**src/rtl/pipeline_hazard_ctrl.sv**
```systemverilog
`default_nettype none
// ============================================================================
//  Module   : pipeline_hazard_ctrl
//  Purpose  : Central stall/flush sequencer for the 5-stage pipeline. Each
//             cycle it decides whether IF/ID, ID/EX and EX/MEM hold or take a
//             bubble. It considers three sources: load-use hazards, taken
//             branches or jumps resolved in EX, and the data-memory
//             req/ready handshake in MEM. It also aborts a memory access
//             that times out.
//  Option   : PIPE_HAZARD_PERF_EN - when defined, adds 32-bit stall-cycle
//             and branch-flush counters. When undefined, the perf ports are
//             tied to 0 and no counter flops exist.
//  Revision : 1.0 - initial release
// ============================================================================
module pipeline_hazard_ctrl #(
    parameter int REGISTER_ADDR_WIDTH = 5,
    parameter int MEM_TIMEOUT         = 16,
    parameter int WAIT_CNT_WIDTH      = 8
) (
    input  logic                           cpu_clk,
    input  logic                           cpu_rst_n,
    input  logic [REGISTER_ADDR_WIDTH-1:0] rs1_ID_i,
    input  logic [REGISTER_ADDR_WIDTH-1:0] rs2_ID_i,
    input  logic [REGISTER_ADDR_WIDTH-1:0] rd_EX_i,
    input  logic                           reg_write_EX_i,
    input  logic [1:0]                     result_sel_EX_i,
    input  logic                           pc_src_EX_i,
    input  logic                           mem_read_MEM_i,
    input  logic                           mem_write_MEM_i,
    input  logic                           dmem_ready_i,
    output logic                           dmem_req_o,
    output logic                           stall_IF_o,
    output logic                           stall_ID_o,
    output logic                           flush_ID_o,
    output logic                           flush_EX_o,
    output logic                           hold_EX_MEM_o,
    output logic                           flush_MEM_WB_o,
    output logic                           mem_err_o,
    output logic [31:0]                    perf_stall_cnt_o,
    output logic [31:0]                    perf_flush_cnt_o
);

    localparam logic [1:0]                c_result_sel_load = 2'b01;
    localparam logic [WAIT_CNT_WIDTH-1:0] c_mem_timeout     = WAIT_CNT_WIDTH'(MEM_TIMEOUT);
    localparam logic [WAIT_CNT_WIDTH-1:0] c_wait_cnt_max    = '1;

    typedef enum logic [0:0] {
        ST_RUN      = 1'b0,
        ST_MEM_WAIT = 1'b1
    } state_t;

    state_t                    r_state;
    state_t                    w_state_nxt;
    logic [WAIT_CNT_WIDTH-1:0] r_wait_cnt;
    logic [WAIT_CNT_WIDTH-1:0] w_wait_cnt_nxt;
    logic                      r_mem_err;
    logic                      w_mem_err_nxt;

    logic                      w_mem_op;
    logic                      w_load_use;
    logic                      w_timeout_hit;
    logic                      w_mem_stall;
    logic                      w_mem_abort;
    logic                      w_dmem_req;

    // Hazard detection from the current EX/ID/MEM contents.
    always_comb begin
        w_mem_op      = mem_read_MEM_i | mem_write_MEM_i;
        w_load_use    = (result_sel_EX_i == c_result_sel_load) && reg_write_EX_i &&
                        (rd_EX_i != '0) &&
                        ((rd_EX_i == rs1_ID_i) || (rd_EX_i == rs2_ID_i));
        // A zero timeout disables the abort path entirely.
        w_timeout_hit = (MEM_TIMEOUT != 0) && (r_wait_cnt >= c_mem_timeout);
    end

    // State, wait counter and error flag registers.
    always_ff @(posedge cpu_clk or negedge cpu_rst_n) begin
        if (!cpu_rst_n) begin
            r_state    <= ST_RUN;
            r_wait_cnt <= '0;
            r_mem_err  <= 1'b0;
        end else begin
            r_state    <= w_state_nxt;
            r_wait_cnt <= w_wait_cnt_nxt;
            r_mem_err  <= w_mem_err_nxt;
        end
    end

    // Memory handshake sequencing: next state, wait count, stall/abort.
    always_comb begin
        w_state_nxt    = r_state;
        w_wait_cnt_nxt = r_wait_cnt;
        w_mem_err_nxt  = r_mem_err;
        w_mem_stall    = 1'b0;
        w_mem_abort    = 1'b0;
        w_dmem_req     = 1'b0;
        unique case (r_state)
            ST_RUN: begin
                w_dmem_req = w_mem_op;
                // A zero-wait access, where ready is already high, never
                // leaves RUN.
                if (w_mem_op && !dmem_ready_i) begin
                    w_mem_stall    = 1'b1;
                    w_state_nxt    = ST_MEM_WAIT;
                    w_wait_cnt_nxt = WAIT_CNT_WIDTH'(1);
                end
            end
            ST_MEM_WAIT: begin
                w_dmem_req = 1'b1;
                if (dmem_ready_i) begin
                    w_state_nxt    = ST_RUN;
                    w_wait_cnt_nxt = '0;
                end else if (w_timeout_hit) begin
                    w_mem_abort    = 1'b1;
                    w_dmem_req     = 1'b0;
                    w_mem_err_nxt  = 1'b1;
                    w_state_nxt    = ST_RUN;
                    w_wait_cnt_nxt = '0;
                end else begin
                    w_mem_stall = 1'b1;
                    // Saturate so that an untimed wait cannot wrap the counter.
                    if (r_wait_cnt != c_wait_cnt_max) begin
                        w_wait_cnt_nxt = r_wait_cnt + WAIT_CNT_WIDTH'(1);
                    end
                end
            end
            default: begin
                w_state_nxt    = ST_RUN;
                w_wait_cnt_nxt = '0;
            end
        endcase
    end

    // Priority-resolved stall/flush outputs, all forced low while in reset.
    always_comb begin
        dmem_req_o     = 1'b0;
        stall_IF_o     = 1'b0;
        stall_ID_o     = 1'b0;
        flush_ID_o     = 1'b0;
        flush_EX_o     = 1'b0;
        hold_EX_MEM_o  = 1'b0;
        flush_MEM_WB_o = 1'b0;
        if (cpu_rst_n) begin
            dmem_req_o = w_dmem_req;
            if (w_mem_stall) begin
                // Freeze the front of the pipe. The EX instruction stays in
                // place, so any hazard it raises is re-evaluated once the
                // memory access releases.
                stall_IF_o     = 1'b1;
                stall_ID_o     = 1'b1;
                hold_EX_MEM_o  = 1'b1;
                flush_MEM_WB_o = 1'b1;
            end else begin
                flush_MEM_WB_o = w_mem_abort;
                if (pc_src_EX_i) begin
                    // The ID instruction is wrong-path, so load-use is moot.
                    flush_ID_o = 1'b1;
                    flush_EX_o = 1'b1;
                end else if (w_load_use) begin
                    stall_IF_o = 1'b1;
                    stall_ID_o = 1'b1;
                    flush_EX_o = 1'b1;
                end
            end
        end
    end

    assign mem_err_o = r_mem_err;

`ifdef PIPE_HAZARD_PERF_EN
    logic [31:0] r_perf_stall_cnt;
    logic [31:0] r_perf_flush_cnt;
    logic        w_branch_flush;

    assign w_branch_flush = pc_src_EX_i && (flush_ID_o || flush_EX_o);

    // Free-running, wrapping performance counters.
    always_ff @(posedge cpu_clk or negedge cpu_rst_n) begin
        if (!cpu_rst_n) begin
            r_perf_stall_cnt <= '0;
            r_perf_flush_cnt <= '0;
        end else begin
            if (stall_IF_o) begin
                r_perf_stall_cnt <= r_perf_stall_cnt + 32'd1;
            end
            if (w_branch_flush) begin
                r_perf_flush_cnt <= r_perf_flush_cnt + 32'd1;
            end
        end
    end

    assign perf_stall_cnt_o = r_perf_stall_cnt;
    assign perf_flush_cnt_o = r_perf_flush_cnt;
`else
    assign perf_stall_cnt_o = 32'd0;
    assign perf_flush_cnt_o = 32'd0;
`endif

endmodule

`default_nettype wire
```
**config.mk**
```make
export PLATFORM = sky130hd
export DESIGN_NAME = pipeline_hazard_ctrl
export DESIGN_NICKNAME = d
export VERILOG_FILES = /design/src/rtl/pipeline_hazard_ctrl.sv
export SDC_FILE = /design/constraint.sdc
export NUM_CORES = 1
export LEC_CHECK = 0
export BUFFER_PORTS_ARGS = -buffer_cell sky130_fd_sc_hd__buf_2
export CAP_MARGIN = 20
export CORE_ASPECT_RATIO = 2
export CORE_MARGIN = 5
export CORE_UTILIZATION = 41
export DETAILED_ROUTE_END_ITERATION = 10
export PLACE_DENSITY = 0.87
export REMOVE_ABC_BUFFERS = 1
export SLEW_MARGIN = 20
export SYNTH_ARGS = -nofsm -noshare
export SYNTH_HDL_FRONTEND = slang
export SYNTH_SLANG_ARGS = --single-unit
```
**constraint.sdc**
```tcl
create_clock -name cpu_clk -period 3.3 [get_ports cpu_clk]
set_input_delay 0.495 -clock cpu_clk [delete_from_list [all_inputs] [get_ports cpu_clk]]
set_output_delay 0.495 -clock cpu_clk [all_outputs]
set_load 0.05 [all_outputs]
```
==> results of run 1 <==
## worst max path at each step
stage	start	endpoint	slack (ns)	cells after the start
6_report	r_wait_cnt[4]$_DFFE_PN0P_	stall_ID_o	0.78	5
5_1_grt	r_wait_cnt[4]$_DFFE_PN0P_	stall_IF_o	0.71	5
4_1_cts	r_wait_cnt[4]$_DFFE_PN0P_	stall_ID_o	0.78	5
3_5_place_dp	cpu_rst_n	flush_EX_o	1.02	6
3_3_place_gp	cpu_rst_n	flush_EX_o	1.03	6
2_1_floorplan	rd_EX_i[2]	stall_ID_o	-0.39	4
## worst max-delay path: cells and delay by family (launching register included)
family / cells / cell delay [ns]
AO/OA/AOI/OAI: 2 / 0.37
AND/OR/NAND/NOR: 2 / 0.72
flip-flops: 1 / 0.38
buffers and inverters: 1 / 0.32
## routing by layer
layer | vias up | wire [um]
met4 | 0 | 47
li1 | 365 | -
met1 | 356 | 632
met5 | - | 0
met2 | 85 | 1100
met3 | 6 | 405
## report_power, final
group,internal [W],switching (W),leakage [nW]
Combinational,0.0000401,0.000226,0.507
Sequential,0.000131,0.0000125,0.135
Clock,0.000105,0.0000458,0.0288
Total,0.000276,0.000284,0.671
## flip-flops by register name (all words and copies together), names as in the netlist
register and cells:
mem_err_o 1, r_wait_cnt 8, r_state 1
## stage by stage
stage,cells,TNS [ns]
finish,195,0
global route,195,0
CTS,195,0
detailed placement,191,0
global placement,191,0
floorplan,131,-0.786
## logic make-up (layout without fill, tap and decap cells)
group,count (synthesis),count (layout),synth area share [%]
AOI/OAI and AO/OA,14,14,10.0
and+or+nand+nor,28,28,13.7
DFF,10,10,22.1
other,1,64,0.330
adders and majority gates,2,2,2.20
buffers and inverters,68,38,44.0
xor gates and xnor gates,10,10,7.72
## layout make-up
type,instances,area [um2]
fillers,271,1570
multi-input cells,118,622
flip-flops and latches,10,250
repair buffers,31,155
clock buffers,4,55.1
well taps,29,36.3
inverters,3,11.3
## layout by cell type, fill, tap and decap left out
master	Yosys	routed
clkbuf_8	0	4
or2_1	2	2
buf_2	0	31
nand3_1	1	1
and2_1	3	3
nor2_2	1	1
dfrtp_1	10	10
nand2b_2	1	1
nand2_1	6	6
a21o_1	1	1
nor3_1	3	3
and2b_2	1	1
nor2b_1	1	1
a22o_1	3	3
or4_1	1	1
o31ai_1	2	2
xor2_1	10	10
nor2_1	6	6
inv_1	3	3
ha_1	2	2
o22ai_1	1	1
a22oi_1	1	1
conb_1	1	64
o22ai_4	1	1
o21bai_2	1	1
or4_4	1	1
and4b_1	1	1
o21ai_1	4	4
==> results.cfg, run 1 <==
[worst_setup_path]
critical_path_class = reg -> out
arrival_ns = 2.02
crit_chain = or4_4 -> o22ai_4 -> nand2_1 -> o31ai_1 -> buf_2
rrSetupSlack_ns = 1.83
reg2reg_depth = 3
crit_slowest_cell = or4_4
cp.required_ns = 2.80
reg2reg_from = r_wait_cnt[4]$_DFFE_PN0P_
cp_max_fo = 6
startpoint_type = flop
critPathCaptureType = primary output
max_stage_delay_ns = 0.58
r2r_end = r_wait_cnt[0]$_DFFE_PN0P_

[status]
status = completed

[min_path]
min_path_type = in -> async

[clocking]
htreeDepth = 1
cts_resized = 0
ctsRootBufferMaster = clkbuf_8
ctsHoldBuffers = 0
clock_latency_ns = 0.23
tritoncts = done
cts_buffer_depth = 2
clock_sinks = 10
post-cts-setup-buffers = 0
clk_transition_reported_paths_ns = 0.05
cts_made_buffers = 3

[synth]
synth-async-reset-ratio_pct = 100
synthCells = 133
syn_avg_cell_area_um2 = 8.53
post-synth-top-count-cell = buf_4
synth_edf_count = 0
yosys-top-cells-area = buf_4 (43%), dfrtp_1 (22%), xor2_1 (7.7%)
synth-seq-area-share_pct = 22.1
ys.flop_type = dfrtp_1
synth_cell_types = 27
yosys_warnings = 0
synth.top_cell.area_share_pct = 43.0
synthTopCellsByCount = buf_4 (65), dfrtp_1 (10), xor2_1 (10)
synth_area_um2 = 1130
yosys.area.top_type = buf_4
ys_ff_latch = 10

[timing]
whs_ns = 0.145
finalHoldViolations = 0
setup_violations = 0
rsz0062_at_grt = false
slew_viol_final = 0
skew_ns = 0.00125
setup_slack_ns = 0.783
post-route-min-period_ns = 2.52
finalCritPeriodShare_pct = 76.3
fmax_ghz = 0.397

[power_and_ir_drop]
power_density_nw_per_um2 = 496
leakagePower_nw = 0.671
power.total_w = 0.000561
vdd_drop_max_mv = 0.178

[routing]
drt_pre_antenna_iters = 4
vias_per_cell = 4.16
drcViolationCount = 0
routedWlPerCell_um = 11.2
ant_nets = 0
wirelength_mm = 2.18
first_iter_violations = 1
vias = 812

[floorplanning]
io_pins = 96
die_area_um2 = 3980
num_rows = 27
dieWidth_um = 47.2
die_y_um = 84.4
start_util_pct = 42.0
core_um2 = 2700

[finish]
fin_util_pct = 41.8
diodes = 0
drive_gt1_share_pct = 24.7
fin_area_um2 = 1130
area_growth_pct = -0.441
fin_nets = 193

[place]
gp_congestion = 0.683
dp_hpwl_mm = 1.94
io_buffers = 31
dp_slack_ns = 1.02
place_area_um2 = 1070

[grt]
grt.busiest_layer = met2
use_met3_pct = 2.58
grt_pass1_wl_mm = 3.15
use_met2_pct = 18.7
grt.total_usage_pct = 11.0
antenna_found_initial = 0
grt_max_degree = 15
grt_use_met1_pct = 11.1
grt-ovfl-total = 0
grt_pass1_vias = 799

[run]
max_cap_violations = 0
Power figures use the tool's default switching activity.
==> inputs of run 2 (changes only) <==
--- a/config.mk
+++ b/config.mk
@@ -9,9 +9,9 @@
 export CAP_MARGIN = 20
 export CORE_ASPECT_RATIO = 2
 export CORE_MARGIN = 5
-export CORE_UTILIZATION = 41
+export CORE_UTILIZATION = 35
 export DETAILED_ROUTE_END_ITERATION = 10
-export PLACE_DENSITY = 0.87
+export PLACE_DENSITY = 0.79
 export REMOVE_ABC_BUFFERS = 1
 export SLEW_MARGIN = 20
 export SYNTH_ARGS = -nofsm -noshare
==> constraint.sdc (replaced) <==
create_clock -name cpu_clk -period 2.1 [get_ports cpu_clk]
set_input_delay 0.315 -clock cpu_clk [delete_from_list [all_inputs] [get_ports cpu_clk]]
set_output_delay 0.315 -clock cpu_clk [all_outputs]
set_load 0.05 [all_outputs]
==> run 2 against run 1 <==
The flow now finishes with violations (negative setup slack). Via count is 0.62% higher. Core utilization is 2.7 points lower. Wire length is 1.6% higher. Sequential share of layout area is 1.9 points lower. Clock skew is 0.00091 ns higher. Register-to-register slack worse by 1.3 ns. Total power is 64% higher. Flip-flop and latch count stayed put. Combinational power is 70% higher. Worst setup slack worse by 0.80 ns. Critical endpoint is now stall_IF_o. Largest cell class unchanged. Largest power group unchanged. Highest routed layer unchanged.
==> results.cfg, run 2 (synthesis results as in run 1) <==
[routing]
first_iter_violations = 0
ant_nets = 0
drcViolationCount = 0
routedWlPerCell_um = 11.0
wirelength_mm = 2.21
drt_pre_antenna_iters = 1
vias = 817
vias_per_cell = 4.04

[finish]
largest_register = r_wait_cnt
area_growth_pct = 8.71
final_cell_mix = conb_1 (64), buf_2 (25), xor2_1 (10), dfrtp_1 (10), buf_6 (7)
drive_gt1_share_pct = 28.7
fin_nets = 198
largest_reg_flops = 8
fin_area_um2 = 1230
diodes = 0
final_common_cell = conb_1

[worst_setup_path]
critical_path_class = reg -> out
critical_path.top_delay_family = simple AND/OR/NAND/NOR gates
max_stage_delay_ns = 0.55
rrSetupSlack_ns = 0.52
critPathCaptureType = primary output
crit_chain = or4_4 -> o22ai_4 -> nand2_2 -> o31ai_4 -> buf_6
arrival_ns = 1.80
cp.required_ns = 1.78
critPathBufInv = 1
crit_slowest_cell = or4_4
cp_max_fo = 4
startpoint_type = flop

[grt]
antenna_found_initial = 0
grt.total_usage_pct = 10.0
grt_pass1_vias = 844
grt_pass1_wl_mm = 3.39
grt_max_degree = 14
grt-ovfl-total = 0

[timing]
whs_ns = 0.0129
setup_slack_ns = -0.0172
finalSetupTns_ns = -0.0352
finalHoldViolations = 0
finalCritPeriodShare_pct = 101
setup_violations = 3
skew_ns = 0.00216
rsz0062_at_grt = true
post-route-min-period_ns = 2.12
fmax_ghz = 0.472
slew_viol_final = 0

[power_and_ir_drop]
power_density_nw_per_um2 = 744
switching_power_w = 0.000457
p_comb_share_pct = 49.3
seq_power_share_pct = 24.5
netSwitchingFraction_pct = 49.8
vdd_drop_max_mv = 0.339
power.total_w = 0.000918
p_clk_share_pct = 26.3
leakagePower_nw = 0.709
internal_power_w = 0.000461

[floorplanning]
die_y_um = 90.5
io_pins = 96
die_area_um2 = 4550
num_rows = 29
dieWidth_um = 50.3
start_util_pct = 35.9
core_um2 = 3160

[min_path]
min_path_type = in -> async

[clocking]
clock_sinks = 10
clock_latency_ns = 0.24
ctsRootBufferMaster = clkbuf_8
cts_made_buffers = 3
tritoncts = done
cts_buffer_depth = 2
htreeDepth = 1
clk_transition_reported_paths_ns = 0.05
ctsHoldBuffers = 0

[status]
status = finished, violations left
violations = negative setup slack

[place]
place_area_um2 = 1080
io_buffers = 31
gp_congestion = 0.744
dp_hpwl_mm = 1.87

[run]
max_cap_violations = 0
[run 2: cell types whose count changed in the layout (fill, tap and decap cells not counted), sizes merged]
cell  delta
buf      +5
[run 2: worst paths after layout]
kind | start | end | cells past startpoint
worst max-delay path | r_wait_cnt[6]$_DFFE_PN0P_ | stall_IF_o | 5
worst min-delay path | cpu_rst_n | r_wait_cnt[1]$_DFFE_PN0P_ | 2
worst max register to register | r_wait_cnt[6]$_DFFE_PN0P_ | r_wait_cnt[0]$_DFFE_PN0P_ | 5
worst min register to register | mem_err_o$_DFFE_PN0P_ | mem_err_o$_DFFE_PN0P_ | 1
max in group asynchronous | cpu_rst_n | r_state$_DFF_PN0_ | 2
min in group cpu_clk | mem_err_o$_DFFE_PN0P_ | mem_err_o$_DFFE_PN0P_ | 1
[run 2: what timing repair did]
action | in CTS | in global routing
endpoints found under the hold margin | 0 | 0
setup buffers | 3 | 1
setup endpoints to repair | 4 | 6
pin swaps | 2 | 1
gates resized for setup | 13 | 4
[run 2: layer usage]
| layer | global-route usage [%] | wire [um] | vias to the layer above |
|---|---|---|---|
| met2 | 16.9 | 1020 | 85 |
| li1 | - | - | 373 |
| met4 | 10.1 | 111 | 0 |
| met1 | 8.95 | 732 | 352 |
| met3 | 2.31 | 348 | 7 |
| met5 | 0 | 0 | - |
[run 2: power by group through the flow]
stage / Sequential (W) / Clock (W) / Combinational, W
floorplan: 0.000223 / 0 / 0.000357
global route: 0.000228 / 0.000258 / 0.000479
CTS: 0.000225 / 0.000251 / 0.000441
detailed placement: 0.000228 / 0 / 0.000415
global placement: 0.000227 / 0 / 0.000412
finish: 0.000224 / 0.000241 / 0.000452
[run 2: per-stage QoR]
stage | worst slack, ns | util [%] | cells
2_1_floorplan | -1.23 | - | 131
5_1_grt | -0.0707 | 39.1 | 202
3_5_place_dp | 0.0117 | 34.4 | 194
3_3_place_gp | 0.0104 | 34.4 | 194
6_report | -0.0172 | 39.1 | 202
4_1_cts | -0.0703 | 38.3 | 201
[run 2: cell type report]
class	count	area [um2]
inverter	3	11.3
sequential	10	250
fill	309	1920
clock buffer	4	55.1
timing repair buffer	36	234
tap	31	38.8
multi-input combinational	118	644
